**src/rtl/mul_pkg.sv**
```systemverilog
// Shared types for the multiplier dispatch block: RV32M op encoding, FSM states
// and the op -> sign/word-select decode.
package mul_pkg;

  localparam int unsigned XLEN = 32;

  typedef enum logic [1:0] {
    OP_MUL    = 2'b00,
    OP_MULH   = 2'b01,
    OP_MULHSU = 2'b10,
    OP_MULHU  = 2'b11
  } mul_op_e;

  typedef enum logic [1:0] {
    ST_IDLE,
    ST_BUSY,
    ST_HOLD,
    ST_DRAIN
  } state_e;

  typedef struct packed {
    logic a_signed;
    logic b_signed;
    logic use_hi;
  } op_ctrl_t;

  // Only plain MUL returns the low word; all MULH variants return the high word.
  function automatic op_ctrl_t op_signs(input mul_op_e op);
    op_ctrl_t c;
    c.a_signed = 1'b0;
    c.b_signed = 1'b0;
    c.use_hi   = 1'b0;
    case (op)
      OP_MUL:    begin c.a_signed = 1'b1; c.b_signed = 1'b1; c.use_hi = 1'b0; end
      OP_MULH:   begin c.a_signed = 1'b1; c.b_signed = 1'b1; c.use_hi = 1'b1; end
      OP_MULHSU: begin c.a_signed = 1'b1; c.b_signed = 1'b0; c.use_hi = 1'b1; end
      OP_MULHU:  begin c.a_signed = 1'b0; c.b_signed = 1'b0; c.use_hi = 1'b1; end
      default:   begin c.a_signed = 1'b0; c.b_signed = 1'b0; c.use_hi = 1'b0; end
    endcase
    return c;
  endfunction

endpackage

```
**src/rtl/sync_fifo.sv**
```systemverilog
// Generic single-clock FIFO with synchronous flush; DEPTH must be a power of two.
// Fullness comes from the registered count only, so a pop never frees a slot for the same cycle's push.
module sync_fifo #(
  parameter int DEPTH = 2,
  parameter int WIDTH = 8
) (
  input  logic             clk,
  input  logic             rst,
  input  logic             flush_i,
  input  logic             push_i,
  input  logic             pop_i,
  input  logic [WIDTH-1:0] data_i,
  output logic [WIDTH-1:0] data_o,
  output logic             full_o,
  output logic             empty_o
);

  localparam int PTR_W = (DEPTH > 1) ? $clog2(DEPTH) : 1;
  localparam int CNT_W = $clog2(DEPTH) + 1;

  logic [WIDTH-1:0] mem_q [DEPTH];
  logic [PTR_W-1:0] wr_ptr_q, wr_ptr_d;
  logic [PTR_W-1:0] rd_ptr_q, rd_ptr_d;
  logic [CNT_W-1:0] count_q, count_d;
  logic             do_push, do_pop;

  assign full_o  = (count_q == CNT_W'(DEPTH));
  assign empty_o = (count_q == '0);
  assign do_push = push_i && !full_o && !flush_i;
  assign do_pop  = pop_i && !empty_o && !flush_i;
  assign data_o  = mem_q[rd_ptr_q];

  always_comb begin
    wr_ptr_d = wr_ptr_q;
    rd_ptr_d = rd_ptr_q;
    count_d  = count_q;
    if (flush_i) begin
      wr_ptr_d = '0;
      rd_ptr_d = '0;
      count_d  = '0;
    end else begin
      if (do_push) wr_ptr_d = wr_ptr_q + PTR_W'(1);
      if (do_pop)  rd_ptr_d = rd_ptr_q + PTR_W'(1);
      if (do_push && !do_pop)      count_d = count_q + CNT_W'(1);
      else if (!do_push && do_pop) count_d = count_q - CNT_W'(1);
    end
  end

  always_ff @(posedge clk or posedge rst) begin
    if (rst) begin
      wr_ptr_q <= '0;
      rd_ptr_q <= '0;
      count_q  <= '0;
    end else begin
      wr_ptr_q <= wr_ptr_d;
      rd_ptr_q <= rd_ptr_d;
      count_q  <= count_d;
    end
  end

  always_ff @(posedge clk) begin
    if (do_push) mem_q[wr_ptr_q] <= data_i;
  end

endmodule

```
**src/rtl/mul_dispatch.sv**
```systemverilog
// Issue/writeback controller around the 4-cycle unpipelined mul32: buffers RV32M ops,
// issues one at a time, holds the result for the CDB. Optional MUL_ZERO_BYPASS_EN skips zero operands.
module mul_dispatch
  import mul_pkg::*;
#(
  parameter int DEPTH = 2,
  parameter int ROB_W = 5
) (
  input  logic             clk,
  input  logic             rst,
  input  logic             in_valid,
  output logic             in_ready,
  input  logic [1:0]       in_op,
  input  logic [31:0]      in_rs1,
  input  logic [31:0]      in_rs2,
  input  logic [ROB_W-1:0] in_tag,
  input  logic             flush,
  output logic             mul_in_en,
  output logic [31:0]      mul_a,
  output logic [31:0]      mul_b,
  output logic             mul_a_signed,
  output logic             mul_b_signed,
  input  logic             mul_idle,
  input  logic             mul_out_en,
  input  logic [31:0]      mul_hi,
  input  logic [31:0]      mul_lo,
  output logic             cdb_valid,
  output logic [ROB_W-1:0] cdb_tag,
  output logic [31:0]      cdb_data,
  input  logic             cdb_grant
);

  localparam int PW = 2 + 2 * XLEN + ROB_W;

  logic [PW-1:0]    push_data, head_data;
  logic             fifo_full, fifo_empty, fifo_pop;
  logic [1:0]       head_op;
  logic [31:0]      head_rs1, head_rs2;
  logic [ROB_W-1:0] head_tag;
  op_ctrl_t         head_ctrl;
  logic             issue;

  state_e           state_q, state_d;
  logic [ROB_W-1:0] tag_q, tag_d;
  logic             use_hi_q, use_hi_d;
  logic             cdb_valid_q, cdb_valid_d;
  logic [ROB_W-1:0] cdb_tag_q, cdb_tag_d;
  logic [31:0]      cdb_data_q, cdb_data_d;

  assign push_data = {in_op, in_rs1, in_rs2, in_tag};
  assign {head_op, head_rs1, head_rs2, head_tag} = head_data;
  assign head_ctrl = op_signs(mul_op_e'(head_op));

  sync_fifo #(
    .DEPTH (DEPTH),
    .WIDTH (PW)
  ) u_fifo (
    .clk     (clk),
    .rst     (rst),
    .flush_i (flush),
    .push_i  (in_valid && in_ready),
    .pop_i   (fifo_pop),
    .data_i  (push_data),
    .data_o  (head_data),
    .full_o  (fifo_full),
    .empty_o (fifo_empty)
  );

  assign in_ready = !fifo_full;

  // Operand/sign outputs are gated so the multiplier sees zeros whenever no op is issued.
  assign mul_in_en    = issue;
  assign mul_a        = issue ? head_rs1 : '0;
  assign mul_b        = issue ? head_rs2 : '0;
  assign mul_a_signed = issue && head_ctrl.a_signed;
  assign mul_b_signed = issue && head_ctrl.b_signed;

  assign cdb_valid = cdb_valid_q;
  assign cdb_tag   = cdb_tag_q;
  assign cdb_data  = cdb_data_q;

  always_comb begin
    state_d     = state_q;
    tag_d       = tag_q;
    use_hi_d    = use_hi_q;
    cdb_valid_d = cdb_valid_q;
    cdb_tag_d   = cdb_tag_q;
    cdb_data_d  = cdb_data_q;
    issue       = 1'b0;
    fifo_pop    = 1'b0;
    unique case (state_q)
      ST_IDLE: begin
        if (!flush && !fifo_empty) begin
`ifdef MUL_ZERO_BYPASS_EN
          if (head_rs1 == '0 || head_rs2 == '0) begin
            fifo_pop    = 1'b1;
            cdb_valid_d = 1'b1;
            cdb_tag_d   = head_tag;
            cdb_data_d  = '0;
            state_d     = ST_HOLD;
          end else
`endif
          if (mul_idle) begin
            issue    = 1'b1;
            fifo_pop = 1'b1;
            tag_d    = head_tag;
            use_hi_d = head_ctrl.use_hi;
            state_d  = ST_BUSY;
          end
        end
      end
      // A flush cannot abort mul32, so the in-flight result must be drained unless it lands now.
      ST_BUSY: begin
        if (flush) begin
          state_d = mul_out_en ? ST_IDLE : ST_DRAIN;
        end else if (mul_out_en) begin
          cdb_valid_d = 1'b1;
          cdb_tag_d   = tag_q;
          cdb_data_d  = use_hi_q ? mul_hi : mul_lo;
          state_d     = ST_HOLD;
        end
      end
      ST_HOLD: begin
        if (flush || cdb_grant) begin
          cdb_valid_d = 1'b0;
          state_d     = ST_IDLE;
        end
      end
      ST_DRAIN: begin
        if (mul_out_en) state_d = ST_IDLE;
      end
      default: state_d = ST_IDLE;
    endcase
  end

  always_ff @(posedge clk or posedge rst) begin
    if (rst) begin
      state_q     <= ST_IDLE;
      tag_q       <= '0;
      use_hi_q    <= 1'b0;
      cdb_valid_q <= 1'b0;
      cdb_tag_q   <= '0;
      cdb_data_q  <= '0;
    end else begin
      state_q     <= state_d;
      tag_q       <= tag_d;
      use_hi_q    <= use_hi_d;
      cdb_valid_q <= cdb_valid_d;
      cdb_tag_q   <= cdb_tag_d;
      cdb_data_q  <= cdb_data_d;
    end
  end

endmodule

```
**config.mk**
```make
export PLATFORM = sky130hd
export DESIGN_NAME = mul_dispatch
export DESIGN_NICKNAME = d
export VERILOG_FILES = /design/src/rtl/mul_pkg.sv /design/src/rtl/sync_fifo.sv /design/src/rtl/mul_dispatch.sv
export SDC_FILE = /design/constraint.sdc
export NUM_CORES = 1
export LEC_CHECK = 0
export BUFFER_PORTS_ARGS = -buffer_cell sky130_fd_sc_hd__buf_2
export CAP_MARGIN = 40
export CORE_MARGIN = 2
export CORE_UTILIZATION = 45
export DETAILED_ROUTE_END_ITERATION = 6
export PLACE_DENSITY = 0.72
export REMOVE_ABC_BUFFERS = 1
export SETUP_SLACK_MARGIN = 0.1
export SYNTH_ARGS = -nofsm -noshare
export SYNTH_HDL_FRONTEND = slang
export SYNTH_SLANG_ARGS = --single-unit
```
**constraint.sdc**
```tcl
create_clock -name clk -period 9 [get_ports clk]
set_clock_uncertainty 0.1 [all_clocks]
set_input_delay 0.45 -clock clk [delete_from_list [all_inputs] [get_ports clk]]
set_output_delay 0.45 -clock clk [all_outputs]
set_load 0.05 [all_outputs]
```
== Word level (Yosys, flattened, before mapping) ==
Memories as Yosys holds them, arrays and structs flattened.
Cells that the tools add are included.

* Bits in registers: 50
* RAM bits: 142
* Output and inout bits: 106
* Word-level logic and storage cells: 84
* Memories: 1

{| class="wikitable"
|+ Memories
! name !! words !! width !! rd ports !! clocked after Yosys merged registers in !! wr ports !! RTL line !! source
|-
| u_fifo.mem_q || 2 || 71 || 1 || 0 || 1 || sync_fifo.sv:21 || <nowiki>logic [WIDTH-1:0] mem_q [DEPTH];</nowiki>
|}

* Add/subtract/negate cells: 4
* Equal/unequal tests: 14
* Mux-type cells: 28
* Bitwise operators: 1
* Reduce and logical (&&, ||, !) cells: 27

{| class="wikitable"
|+ Operators with widths
! operator !! number
|-
| $mux 32 || 3
|-
| $mux 2 || 10
|-
| $mux 1 || 12
|-
| $ne 2x2->1 const B || 6
|-
| $pmux 3 s4 || 1
|-
| $eq 2x2->1 const B || 5
|-
| $logic_and 1x1->1 || 10
|-
| $pmux 2 s4 || 1
|-
| $logic_not 2->1 || 3
|-
| $reduce_and 3->1 || 2
|-
| $reduce_bool 2->1 || 3
|-
| $logic_not 1->1 || 5
|-
| $reduce_and 5->1 || 1
|-
| $eq 2x1->1 const B || 2
|-
| $reduce_and 4->1 || 1
|-
| $ne 3x3->1 const B || 1
|-
| $reduce_bool 3->1 || 1
|-
| $add 1x1->1 const B || 2
|-
| $add 2x1->2 const B || 1
|-
| $pmux 1 s2 || 1
|-
| $sub 2x1->2 const B || 1
|-
| $logic_or 1x1->1 || 1
|-
| $not 1->1 || 1
|}

== Logic depth before layout (Yosys ltp) ==
Gate-level depths: netlist of the first run.

* Depth after elaboration: 11
* Depth in mapped cells: 5
* Depth with buffers taken out: 4

== Hierarchy ==
From an unflattened synthesis of the first run, not the netlist that was laid out.

* Cells, all modules: 508
* Area, all modules: 7911.3 µm²

{| class="wikitable"
|+ By module, submodules not included
! module !! times used !! cells an instance !! area each (µm²) !! sequential area each (µm²)
|-
| sync_fifo || 1 || 248 || 5340.1 || 4364.2
|-
| mul_dispatch || 1 || 260 || 2571.2 || 1151.1
|}

== Worst setup path before layout of the first run ==
Ideal clock, no wire load.

* Path kind: register to register
* From: reg u_fifo.count_q[1]
* To: mem u_fifo.mem_q[1][0] in the netlist's numbering, enable pin
* Library setup time: 602 ps
* Arrival: 6206 ps
* Data required time: 8298 ps
* Path slack: 2092 ps
* Stages on the path, launching flop included: 5
* Buffers on the path: 0
* Clock period less this slack: 6908 ps
* Cells stage by stage: dfrtp_1 > nor2b_1 > inv_1 > nand2_1 > nor3b_1

* Longest elaborated chain between the ends: 7

{| class="wikitable"
|+ Ends and longest elaborated chain
! item !! RTL line !! source
|-
| start: declaration || sync_fifo.sv:24 || <nowiki>logic [CNT_W-1:0] count_q, count_d;</nowiki>
|-
| start signal: assignment || sync_fifo.sv:57 || <nowiki>count_q <= count_d;</nowiki>
|-
| $eq 2x2->1 * || sync_fifo.sv:27 || <nowiki>assign full_o = (count_q == CNT_W'(DEPTH));</nowiki>
|-
| $logic_not 1->1 * || mul_dispatch.sv:69 || <nowiki>assign in_ready = !fifo_full;</nowiki>
|-
| net in_ready || mul_dispatch.sv:12 || <nowiki>output logic in_ready,</nowiki>
|-
| $logic_and 1x1->1 || mul_dispatch.sv:61 || <nowiki>.push_i (in_valid && in_ready),</nowiki>
|-
| $logic_and 1x1->1 * (2 in series) || sync_fifo.sv:29 || <nowiki>assign do_push = push_i && !full_o && !flush_i;</nowiki>
|-
| $mux 1 * || sync_fifo.sv:62 || <nowiki>if (do_push) mem_q[wr_ptr_q] <= data_i;</nowiki>
|-
| $mux 1 (implied by the code) * || sync_fifo.sv:62 ||
|-
| end: declaration || sync_fifo.sv:21 ||
|}

Mark *: on every way through the listed nets, which the timed path passes. The rest lies on a longest branch.

== Worst setup path after layout of the first run ==
* From: reg state_q[1]
* To: out mul_a_signed

* Longest elaborated chain between the ends: 3

{| class="wikitable"
|+ Ends and longest elaborated chain
! item !! RTL line !! source
|-
| start: declaration || mul_dispatch.sv:43 || <nowiki>state_e state_q, state_d;</nowiki>
|-
| start signal: assignment || mul_dispatch.sv:145 || <nowiki>state_q <= state_d;</nowiki>
|-
| $logic_not 2->1 || mul_dispatch.sv:91 || <nowiki>unique case (state_q)</nowiki>
|-
| $mux 1 || mul_dispatch.sv:91 ||
|-
| $logic_and 1x1->1 || mul_dispatch.sv:75 || <nowiki>assign mul_a_signed = issue && head_ctrl.a_signed;</nowiki>
|-
| end: declaration || mul_dispatch.sv:21 || <nowiki>output logic mul_a_signed,</nowiki>
|}

Every way passes these cells.

==> qor.yml, run 1 <==
worst_hold_path:
  hp-class: "primary input to register"
  holdPathStages: 1
  min_from: "in_rs1[4]"
  whs_endpoint: "u_fifo.mem_q[1][41]"
setup_path:
  critPathKind: "register to output pin"
  critical_path_buf_inv_count: 1
  slowest_delay_ps: 710
  crit_path_cell_trace: "or3b_4 -> or3_4 -> a311oi_1 -> buf_2"
  cp-start-kind: "register"
  r2r-end: "u_fifo.mem_q[1][36]"
  rrSetupSlack_ps: 6170
  critPathRequiredTime_ps: 8450
  cp.arrival_ps: 2720
  path_max_fanout: 74
  r2r_cells: 5
  endpoint_kind: "output pin"
  path_delay_family: "simple AND/OR/NAND/NOR gates"
  crit_slowest_cell: "or3_4"
  reg2reg_from: "u_fifo.count_q[1]"
cts:
  cts_tree: "built"
  htree_levels: 4
  cts_resized: 0
  clk_latency_ps: 420
  numCtsBuffers: 17
  cts.path.max_buffers: 2
  cts_sinks: 192
  path_clk_slew_ps: 70
  cts_root_buffer: "clkbuf_16"
  cts_setup_buffers: 0
power:
  powerDensity_nw_per_um2: 270
  max-vdd-ir-drop_v: 0.000173
  leakage_nw: 4.10
placed_design:
  gp_congestion: 0.794
  numPortBuffers: 247
  place_area_um2: 9100
  hpwl_um: 11100
global_route:
  grt_pass1_vias: 5012
  grt_max_degree: 75
  grt_pass1_wl_um: 24900
  antenna_found_initial: 2
  grt-ovfl-total: 0
  track_usage: 0.179
yosys:
  synth.distinct_cells: 29
  yosysWarningCount: 0
  netlist_area_um2: 7640
  ys_seq_area_frac: 0.722
  ys_ff_latch: 192
  synth_area_per_cell_um2: 14.9
  netlist_instances: 512
layout:
  final_cell_area_um2: 9690
  final_cell_mix: "buf_2 (247), edfxtp_1 (142), nor2_1 (100)"
  drive_gt1_frac: 0.402
  area_delta_synth_final_pct: 26.8
  antenna_cells: 0
  num-fill-cells: 1351
  fin_nets: 898
  layout_commonest_cell: "buf_2"
  final_util: 0.584
sta:
  setup_tns_ps: 0
  worstMarginPinSlew_ps: 930
  hold_viol_final: 0
  relSlewSlack: 0.380
  finalCriticalPeriod_ps: 3270
  finalMaxSlewViolations: 0
  rsz0062_at_grt: "false"
  finalSetupViolCount: 0
  timing.fmax_mhz: 306
  final.period_utilization: 0.363
detailed_routing:
  ant_nets: 0
  wire_per_inst_um: 16.3
  wirelength_um: 16100
  drcViolationCount: 0
  post_drt_via_cell_ratio: 4.97
  dr_total_vias: 4912
  first_pass_iters: 5
  drtIter0Drc: 182
floorplan:
  row_count: 47
  start_util: 0.461
  die_h_um: 134
  die-area_um2: 18000
  core_um2: 16600
  io_pins: 248
  die_w_um: 134
job:
  cap_violations: 0
outcome:
  status: "finished clean"
## metal layers
metal | vias to the layer above | wire, um | GRT usage
li1 | 2350 | - | -
met1 | 2319 | 6200 | 0.203
met2 | 220 | 8200 | 0.316
met3 | 19 | 1430 | 0.0620
met4 | 4 | 219 | 0.0620
met5 | - | 31 | 0
## timing repair
item	4_1_cts	5_1_grt
hold buffers	1	0
endpoints found under the setup margin	0	0
endpoints found under the hold margin	8	0
## final cells by class
class	count	area [um^2]	area share
sequential	192	5520	0.570
timing repair buffer	255	1330	0.137
multi-input combinational	282	1950	0.202
clock inverter	11	92.6	0.00955
inverter	8	30.0	0.00310
tap	220	275	0.0284
clock buffer	21	487	0.0502
## cells by family (layout without fill, tap and decap cells)
family	count (synthesis)	in the layout	share of synthesized area
compound gates	49	49	0.0336
buf+inv	38	295	0.0259
flops	192	192	0.722
mux	112	112	0.152
simple gates	121	121	0.0666
## sequential cells by signal, summed over array words and instances (netlist names)
signal and flops:
cdb_data 32, cdb_valid 1, u_fifo.wr_ptr_q 1, state_q 2, use_hi_q 1, u_fifo.count_q 2
u_fifo.mem_q 142, cdb_tag 5, u_fifo.rd_ptr_q 1, tag_q 5
## worst reg2reg max path: stages (launching register included)
cell and delay, ps:
dfrtp_1 420, nor2b_1 180, inv_1 90, nand2_1 100, nor3b_2 720, buf_4 800
## synth_stat cells
library cell | number | area share
buf_6 | 4 | 0.0059
mux2_4 | 6 | 0.012
mux2_2 | 10 | 0.015
a31oi_1 | 3 | 0.0025
nor4bb_1 | 1 | 0.0013
or3_4 | 1 | 0.0015
nor2b_1 | 2 | 0.0016
a21oi_1 | 37 | 0.024
dfrtp_1 | 50 | 0.16
mux2i_1 | 96 | 0.13
or3b_4 | 1 | 0.0015
o22ai_1 | 1 | 0.00082
a311oi_1 | 1 | 0.0011
buf_4 | 3 | 0.0029
buf_1 | 12 | 0.0059
nand3_1 | 3 | 0.0020
buf_2 | 3 | 0.0020
o21ai_0 | 6 | 0.0039
clkbuf_1 | 7 | 0.0034
nor3_1 | 3 | 0.0020
a211oi_1 | 1 | 0.00098
inv_1 | 8 | 0.0039
nand2_1 | 4 | 0.0020
nor3b_1 | 3 | 0.0029
nor2_1 | 100 | 0.049
clkbuf_8 | 1 | 0.0018
nand4b_1 | 1 | 0.0011
edfxtp_1 | 142 | 0.56
or3_1 | 2 | 0.0016
## power by group
group | leakage (nW) | switching [mW] | internal [mW]
clock | 0.284 | 0.325 | 0.398
sequential | 1.89 | 0.0887 | 1.08
combinational | 1.92 | 0.510 | 0.217
total | 4.10 | 0.924 | 1.69
## worst max path at each step
stage / startpoint / cells past startpoint / slack [ps] / endpoint
after global routing: state_q[1] / 4 / 5580 / mul_a_signed
after floorplan: u_fifo.count_q[1] / 4 / 2090 / u_fifo.mem_q[1][0]
after CTS: state_q[1] / 4 / 5680 / mul_a_signed
after detailed placement: mul_idle / 5 / 6100 / mul_a_signed
final: state_q[1] / 4 / 5730 / mul_a_signed
after global placement: mul_idle / 5 / 6100 / mul_a_signed
## stage by stage
| stage | std cells | power, mW | hold slack (ps) | setup WS, ps |
|---|---|---|---|---|
| floorplan | 482 | 1.73 | 376 | 2090 |
| global placement | 953 | 1.90 | 388 | 6100 |
| detailed placement | 956 | 1.92 | 281 | 6100 |
| CTS | 989 | 2.64 | 93.9 | 5680 |
| global route | 989 | 2.73 | 87.3 | 5580 |
| finish | 989 | 2.62 | 113 | 5730 |
(Power assumes the default switching activity.)
==> inputs of run 2 (changes only) <==
--- a/config.mk
+++ b/config.mk
@@ -10,7 +10,7 @@
 export CORE_MARGIN = 2
 export CORE_UTILIZATION = 45
 export DETAILED_ROUTE_END_ITERATION = 6
-export PLACE_DENSITY = 0.72
+export PLACE_DENSITY = 0.75
 export REMOVE_ABC_BUFFERS = 1
 export SETUP_SLACK_MARGIN = 0.1
 export SYNTH_ARGS = -nofsm -noshare
==> constraint.sdc (replaced) <==
create_clock -name clk -period 2.9 [get_ports clk]
set_clock_uncertainty 0.1 [all_clocks]
set_input_delay 0.145 -clock clk [delete_from_list [all_inputs] [get_ports clk]]
set_output_delay 0.145 -clock clk [all_outputs]
set_load 0.05 [all_outputs]
==> run 2 against run 1 <==
Die area unchanged. Hold slack worse by 96 ps. Power rose to 3.2 times the previous value. Clock power rose to 3.0 times the previous value. Largest cell class unchanged. Highest routed layer is now met4.
==> qor.yml, run 2 (synthesis gave the netlist of run 1 again) <==
outcome:
  status: "finished clean"
global_route:
  track_usage: 0.229  # +0.0495
  antenna_found_initial: 0  # -2
  grt_max_degree: 61  # -19%
  grt_pass1_wl_um: 31700  # +27%
  grt-ovfl-total: 0  # unchanged
  grt_pass1_vias: 6088  # +21%
sta:
  relSlewSlack: 0.464  # +0.0840
  hold_viol_final: 0  # unchanged
  rsz0062_at_grt: "false"
  finalSetupViolCount: 0  # unchanged
  final.period_utilization: 0.943
  timing.fmax_mhz: 366
  worstMarginPinSlew_ps: 803  # -127 ps
  finalCriticalPeriod_ps: 2740
  finalMaxSlewViolations: 0  # unchanged
layout:
  final_cell_mix: "buf_2 (230), edfxtp_1 (142), dlygate4sd3_1 (137)"
  drive_gt1_frac: 0.346  # -0.0558
  largest_reg_flops: 142  # unchanged
  antenna_cells: 0  # unchanged
  area_delta_synth_final_pct: 46.1
  fin_cells: 1136  # +15%
  largest-register: "u_fifo.mem_q"
  fin_nets: 1045  # +16%
  num-fill-cells: 1150  # -15%
  layout_commonest_cell: "buf_2"
setup_path:
  critPathKind: "register to output pin"
  path_max_fanout: 51  # -31%
  cp.arrival_ps: 2490  # -230 ps
  r2r_cells: 4  # -1
  reg2reg_from: "state_q[1]"
  critPathRequiredTime_ps: 2650  # -5800 ps
  cp-start-kind: "register"
  r2r-end: "tag_q[2]"
  endpoint_kind: "output pin"
  rrSetupSlack_ps: 720  # -5450 ps
floorplan:
  io_pins: 248  # unchanged
  die_h_um: 134  # unchanged
  start_util: 0.461  # unchanged
  core_um2: 16600  # unchanged
  die_w_um: 134  # unchanged
  die-area_um2: 18000  # unchanged
  row_count: 47  # unchanged
detailed_routing:
  route.met3.wl_um: 1490  # +4.0%
  drtIter0Drc: 279  # +53%
  drcViolationCount: 0  # unchanged
  wirelength_um: 20900  # +30%
  top_layer_used: "met4"
  post_drt_via_cell_ratio: 5.07  # +2.0%
  wl_met1_um: 8330  # +34%
  ant_nets: 0  # unchanged
  wire_per_inst_um: 18.4  # +13%
  dr_wl_met2_um: 10800  # +31%
  first_pass_iters: 5  # unchanged
  dr_total_vias: 5756  # +17%
cts:
  path_clk_slew_ps: 70  # about the same
  htree_levels: 4  # unchanged
  cts_root_buffer: "clkbuf_16"
  numCtsBuffers: 17  # unchanged
  cts.path.max_buffers: 2  # unchanged
  cts_tree: "built"
  cts_sinks: 192  # unchanged
  clk_latency_ps: 420  # about the same
power:
  power_switching_mw: 3.03  # +230%
  switching_share: 0.357  # +0.00362
  seq_power_share: 0.423  # -0.023
  max-vdd-ir-drop_v: 0.000641  # +270%
  leakage_nw: 4.69  # +14%
  p_total_mw: 8.50  # +220%
  clkPwrFrac: 0.259  # -0.017
  combPwrFrac: 0.318  # +0.040
  internal-power_mw: 5.47  # +220%
  powerDensity_nw_per_um2: 761  # +180%
placed_design:
  gp_congestion: 0.796  # +0.25%
  numPortBuffers: 247  # unchanged
  place_inst: 963  # +0.73%
  hpwl_um: 11900  # +7.5%
worst_hold_path:
  holdPathStages: 3  # +2
  hp-class: "primary input to register"
  whs_endpoint: "cdb_data[2]"
  min_from: "mul_hi[2]"
job:
  cap_violations: 0  # unchanged
-- run 2: changes by cell type in the layout (fill, tap and decap cells not counted), sizes merged --
cell / change
clkinvlp: +1
clkinv: +1
inv: -3
bufinv: +1
buf: -1
clkbuf: +11
or3: +1
dlygate4sd3: +136
-- run 2: power by group through the flow --
stage | clock network [mW] | logic, mW | registers, mW
after floorplan | 0 | 0.738 | 4.63
after global placement | 0 | 2.22 | 3.68
after detailed placement | 0 | 2.27 | 3.72
after CTS | 2.23 | 2.54 | 3.66
after global routing | 2.35 | 2.83 | 3.64
final | 2.20 | 2.70 | 3.60
-- run 2: cell type report --
class                           count  area [um^2]  share of cell area
Clock inverter                     11          106             0.00953
Inverter                            8         30.0             0.00269
Clock buffer                       21          440              0.0395
Multi-Input combinational cell    283         1960               0.176
Sequential cell                   192         5520               0.495
Timing Repair Buffer              401         2830               0.253
Tap cell                          220          275              0.0247
-- run 2: routing by layer --
| layer | global-route usage | vias up |
|---|---|---|
| met2 | 0.416 | 288 |
| met5 | 0 | - |
| met1 | 0.267 | 2799 |
| met3 | 0.0582 | 28 |
| li1 | - | 2641 |
| met4 | 0.0678 | 0 |
-- run 2: how the worst max path moves through the flow --
| stage | slack [ps] | startpoint | to |
|---|---|---|---|
| 3_3_place_gp | 510 | state_q[1] | mul_b[17] |
| 3_5_place_dp | 480 | state_q[1] | mul_b[16] |
| 5_1_grt | 90 | state_q[1] | mul_a[9] |
| 2_1_floorplan | -4010 | u_fifo.count_q[1] | u_fifo.mem_q[1][0] |
| 6_report | 160 | state_q[1] | mul_b[11] |
| 4_1_cts | 120 | state_q[1] | mul_a[21] |
-- run 2: stage by stage --
stage	util	TNS, ps	setup slack (ps)	area [um^2]	hold WS, ps
after floorplan	-	-701980	-4010	7470	108
after global placement	0.552	0	513	9160	106
after detailed placement	0.552	0	476	9160	113
after CTS	0.669	0	123	11100	8.71
after global routing	0.673	0	94.8	11200	14.4
final	0.673	0	165	11200	17.0
-- run 2: worst max-delay path, cell delays in order (launching register included) --
cell     delay [ps]
dfrtp_1         460
or3b_4          480
or3_4           440
buf_12          220
nor2_1          160
buf_2           290
-- run 2: timing repair --
item,4_1_cts,5_1_grt
hold buffers,137,0
gates cloned,1,0
setup buffers,0,2
pin swaps,1,0
endpoints found under the hold margin,202,0
gates resized for setup,3,17
setup endpoints to repair,47,30
==> inputs of run 3 (changes only) <==
--- a/config.mk
+++ b/config.mk
@@ -7,7 +7,6 @@
 export LEC_CHECK = 0
 export BUFFER_PORTS_ARGS = -buffer_cell sky130_fd_sc_hd__buf_2
 export CAP_MARGIN = 40
-export CORE_MARGIN = 2
 export CORE_UTILIZATION = 45
 export DETAILED_ROUTE_END_ITERATION = 6
 export PLACE_DENSITY = 0.75
@@ -15,4 +14,5 @@
 export SETUP_SLACK_MARGIN = 0.1
 export SYNTH_ARGS = -nofsm -noshare
 export SYNTH_HDL_FRONTEND = slang
+export SYNTH_HIERARCHICAL = 1
 export SYNTH_SLANG_ARGS = --single-unit
==> run 3 against run 2 <==
Clock power grew 10%. Synthesized cell count shrank 0.78%. Cell count shrank 0.18%. Largest power group unchanged.
==> qor.yml, run 3 <==
outcome:
  status: "finished clean"
detailed_routing:
  ant_nets: 0  # unchanged
  drtIter0Drc: 248  # -11%
  drcViolationCount: 0  # unchanged
  wire_per_inst_um: 16.4  # -11%
  first_pass_iters: 4  # -1
  post_drt_via_cell_ratio: 4.92  # -2.8%
  wirelength_um: 18600  # -11%
  dr_total_vias: 5583  # -3.0%
setup_path:
  startpoint: "u_fifo/count_q[1]"
  critPathKind: "register to output pin"
  r2r-end: "u_fifo/mem_q[1][63]"
  cp.arrival_ps: 2280  # -210 ps
  reg2reg_from: "u_fifo/count_q[0]"
  critPathRequiredTime_ps: 2650  # about the same
  slowest_delay_ps: 470  # about the same
  cp-endpoint: "mul_b[2]"
  path_max_fanout: 59  # +16%
  rrSetupSlack_ps: 610  # -110 ps
  r2r_cells: 6  # +2
  crit_cells: 6  # +1
  path_delay_family: "simple AND/OR/NAND/NOR gates"
  critical_path_buf_inv_count: 2  # unchanged
  crit_path_cell_trace: "nor2_1 -> nor3_1 -> and3_4 -> buf_12 -> and2_1 -> buf_2"
  crit_slowest_cell: "dfrtp_1"
  cp-start-kind: "register"
  endpoint_kind: "output pin"
cts:
  htree_levels: 4  # unchanged
  clk_latency_ps: 420  # about the same
  numCtsBuffers: 17  # unchanged
  cts_root_buffer: "clkbuf_16"
  cts.path.max_buffers: 2  # unchanged
  cts_sinks: 192  # unchanged
  path_clk_slew_ps: 70  # about the same
  cts_tree: "built"
placed_design:
  gp_congestion: 0.773  # -2.9%
  hpwl_um: 11500  # -3.9%
  place_area_um2: 9410  # +2.8%
  numPortBuffers: 247  # unchanged
power:
  p_total_mw: 8.66  # +1.9%
  leakage_nw: 4.92  # +4.8%
  powerDensity_nw_per_um2: 756  # -0.68%
  max-vdd-ir-drop_v: 0.000703  # +9.6%
sta:
  hold_viol_final: 0  # unchanged
  worstMarginPinSlew_ps: 573  # -231 ps
  finalMaxSlewViolations: 0  # unchanged
  final.period_utilization: 0.872  # -0.0712
  finalCriticalPeriod_ps: 2530  # -206 ps
  finalSetupViolCount: 0  # unchanged
  rsz0062_at_grt: "false"
  timing.fmax_mhz: 395  # +8.2%
  relSlewSlack: 0.618  # +0.155
layout:
  largest-register: "u_fifo/mem_q"
  fin_nets: 1038  # -0.67%
  final_cell_area_um2: 11500  # +2.6%
  largest_reg_flops: 142  # unchanged
  area_delta_synth_final_pct: 44.8
  num-fill-cells: 1127  # -2.0%
  antenna_cells: 0  # unchanged
  final_cell_mix: "buf_2 (247), edfxtp_1 (142), dlygate4sd3_1 (139)"
  drive_gt1_frac: 0.416  # +0.0698
  layout_commonest_cell: "buf_2"
yosys:
  ys_seq_area_frac: 0.697  # -0.0245
  synth_ff_type: "edfxtp_1"
  netlist_area_um2: 7910  # +3.5%
  synth_area_per_cell_um2: 15.6  # +4.3%
  ys_ff_latch: 192  # unchanged
  synth.most_common_cell: "edfxtp_1"
  synth-edff-count: 142  # unchanged
  synth.distinct_cells: 33  # +14%
  yosysWarningCount: 6  # +6
  synth_commonest_cells: "edfxtp_1 (142), mux2_2 (75), and2_1 (64)"
  netlist_instances: 508  # -0.78%
  synth_area_leaders: "edfxtp_1 (54%), dfrtp_1 (16%), mux2_2 (11%)"
  yosysTopAreaCellShare: 0.539  # -0.0190
  async_flop_share: 0.260  # unchanged
  yosysTopAreaCell: "edfxtp_1"
floorplan:
  die_w_um: 135  # +0.20%
  die-area_um2: 18100  # +0.40%
  die_h_um: 135  # +0.20%
  start_util: 0.459  # -0.00186
  core_um2: 17200  # +3.9%
  row_count: 48  # +2.1%
  io_pins: 248  # unchanged
job:
  cap_violations: 0  # unchanged
global_route:
  grt-ovfl-total: 0  # unchanged
  grt_max_degree: 70  # +15%
  grt_pass1_wl_um: 28800  # -9.2%
  antenna_found_initial: 0  # unchanged
  track_usage: 0.208  # -0.0205
  grt_pass1_vias: 5889  # -3.3%
worst_hold_path:
  hp-class: "primary input to asynchronous set/reset pin"
==> run 3: cell count changes in the layout (fill, tap and decap cells not counted), moves of 4 or more <==
cell      change
nor2_1       -64
mux2_2       +65
clkbuf_4     -11
clkbuf_1      -4
and2_1       +64
buf_4        -15
buf_2        +17
mux2i_1      -62
==> run 3: cells by family (layout without fill, tap and decap cells) <==
group,Yosys count,after routing,share of synthesized area
compound gates,46,46,0.0304
xor+xnor,1,1,0.00111
buf+inv,35,436,0.0283
flops,192,192,0.697
mux,115,115,0.160
simple gates,119,119,0.0833
==> run 3: how the worst min path moves through the flow <==
stage,to,start
2_1_floorplan,u_fifo/count_q[0],rst
6_report,u_fifo/rd_ptr_q,rst
3_5_place_dp,u_fifo/rd_ptr_q,rst
4_1_cts,u_fifo/rd_ptr_q,rst
5_1_grt,u_fifo/rd_ptr_q,rst
3_3_place_gp,u_fifo/rd_ptr_q,rst
==> run 3: power by group <==
part / internal (mW) / leakage (nW) / switching [mW] / total (mW)
combinational: 0.909 / 2.73 / 1.74 / 2.65
clock: 1.39 / 0.301 / 1.04 / 2.43
sequential: 3.38 / 1.89 / 0.208 / 3.58
total: 5.67 / 4.92 / 2.99 / 8.66
==> run 3: worst register-to-register path, cell delays in order, from the launching register on <==
cell and delay, ps:
dfrtp_1 450, nand2b_2 190, inv_2 60, nor2b_1 320
nand2_1 160, nor3b_2 290, buf_12 350
==> run 3: layer usage <==
| metal | share of wire | GRT usage |
|---|---|---|
| met5 | 0 | 0 |
| met1 | 0.41 | 0.248 |
| met4 | 0.017 | 0.0755 |
| met2 | 0.50 | 0.370 |
| met3 | 0.075 | 0.0469 |
==> run 3: area by class of cell <==
| class | count | area (um^2) | area share |
|---|---|---|---|
| clock buffer | 17 | 425 | 0.0371 |
| clock inverter | 15 | 200 | 0.0175 |
| inverter | 7 | 26.3 | 0.00229 |
| multi-input combinational | 281 | 2200 | 0.192 |
| sequential | 192 | 5520 | 0.482 |
| tap | 225 | 282 | 0.0246 |
| timing repair buffer | 397 | 2800 | 0.244 |
==> run 3: through the flow <==
stage / setup WS (ps) / util / setup TNS [ps] / cells / hold slack [ps]
2_1_floorplan: -3940 / - / -653680 / 480 / -189
3_5_place_dp: 673 / 0.546 / 0 / 962 / -42.0
5_1_grt: 220 / 0.664 / 0 / 1134 / 88.2
3_3_place_gp: 796 / 0.545 / 0 / 961 / -40.9
4_1_cts: 221 / 0.663 / 0 / 1133 / 61.2
6_report: 371 / 0.664 / 0 / 1134 / 82.9
==> run 3: what timing repair did <==
action / CTS / global route
hold buffers: 139 / 0
hold endpoints to repair: 229 / 0
resized for setup: 0 / 1
setup endpoints to repair: 0 / 4
buffers inserted: 0 / 0
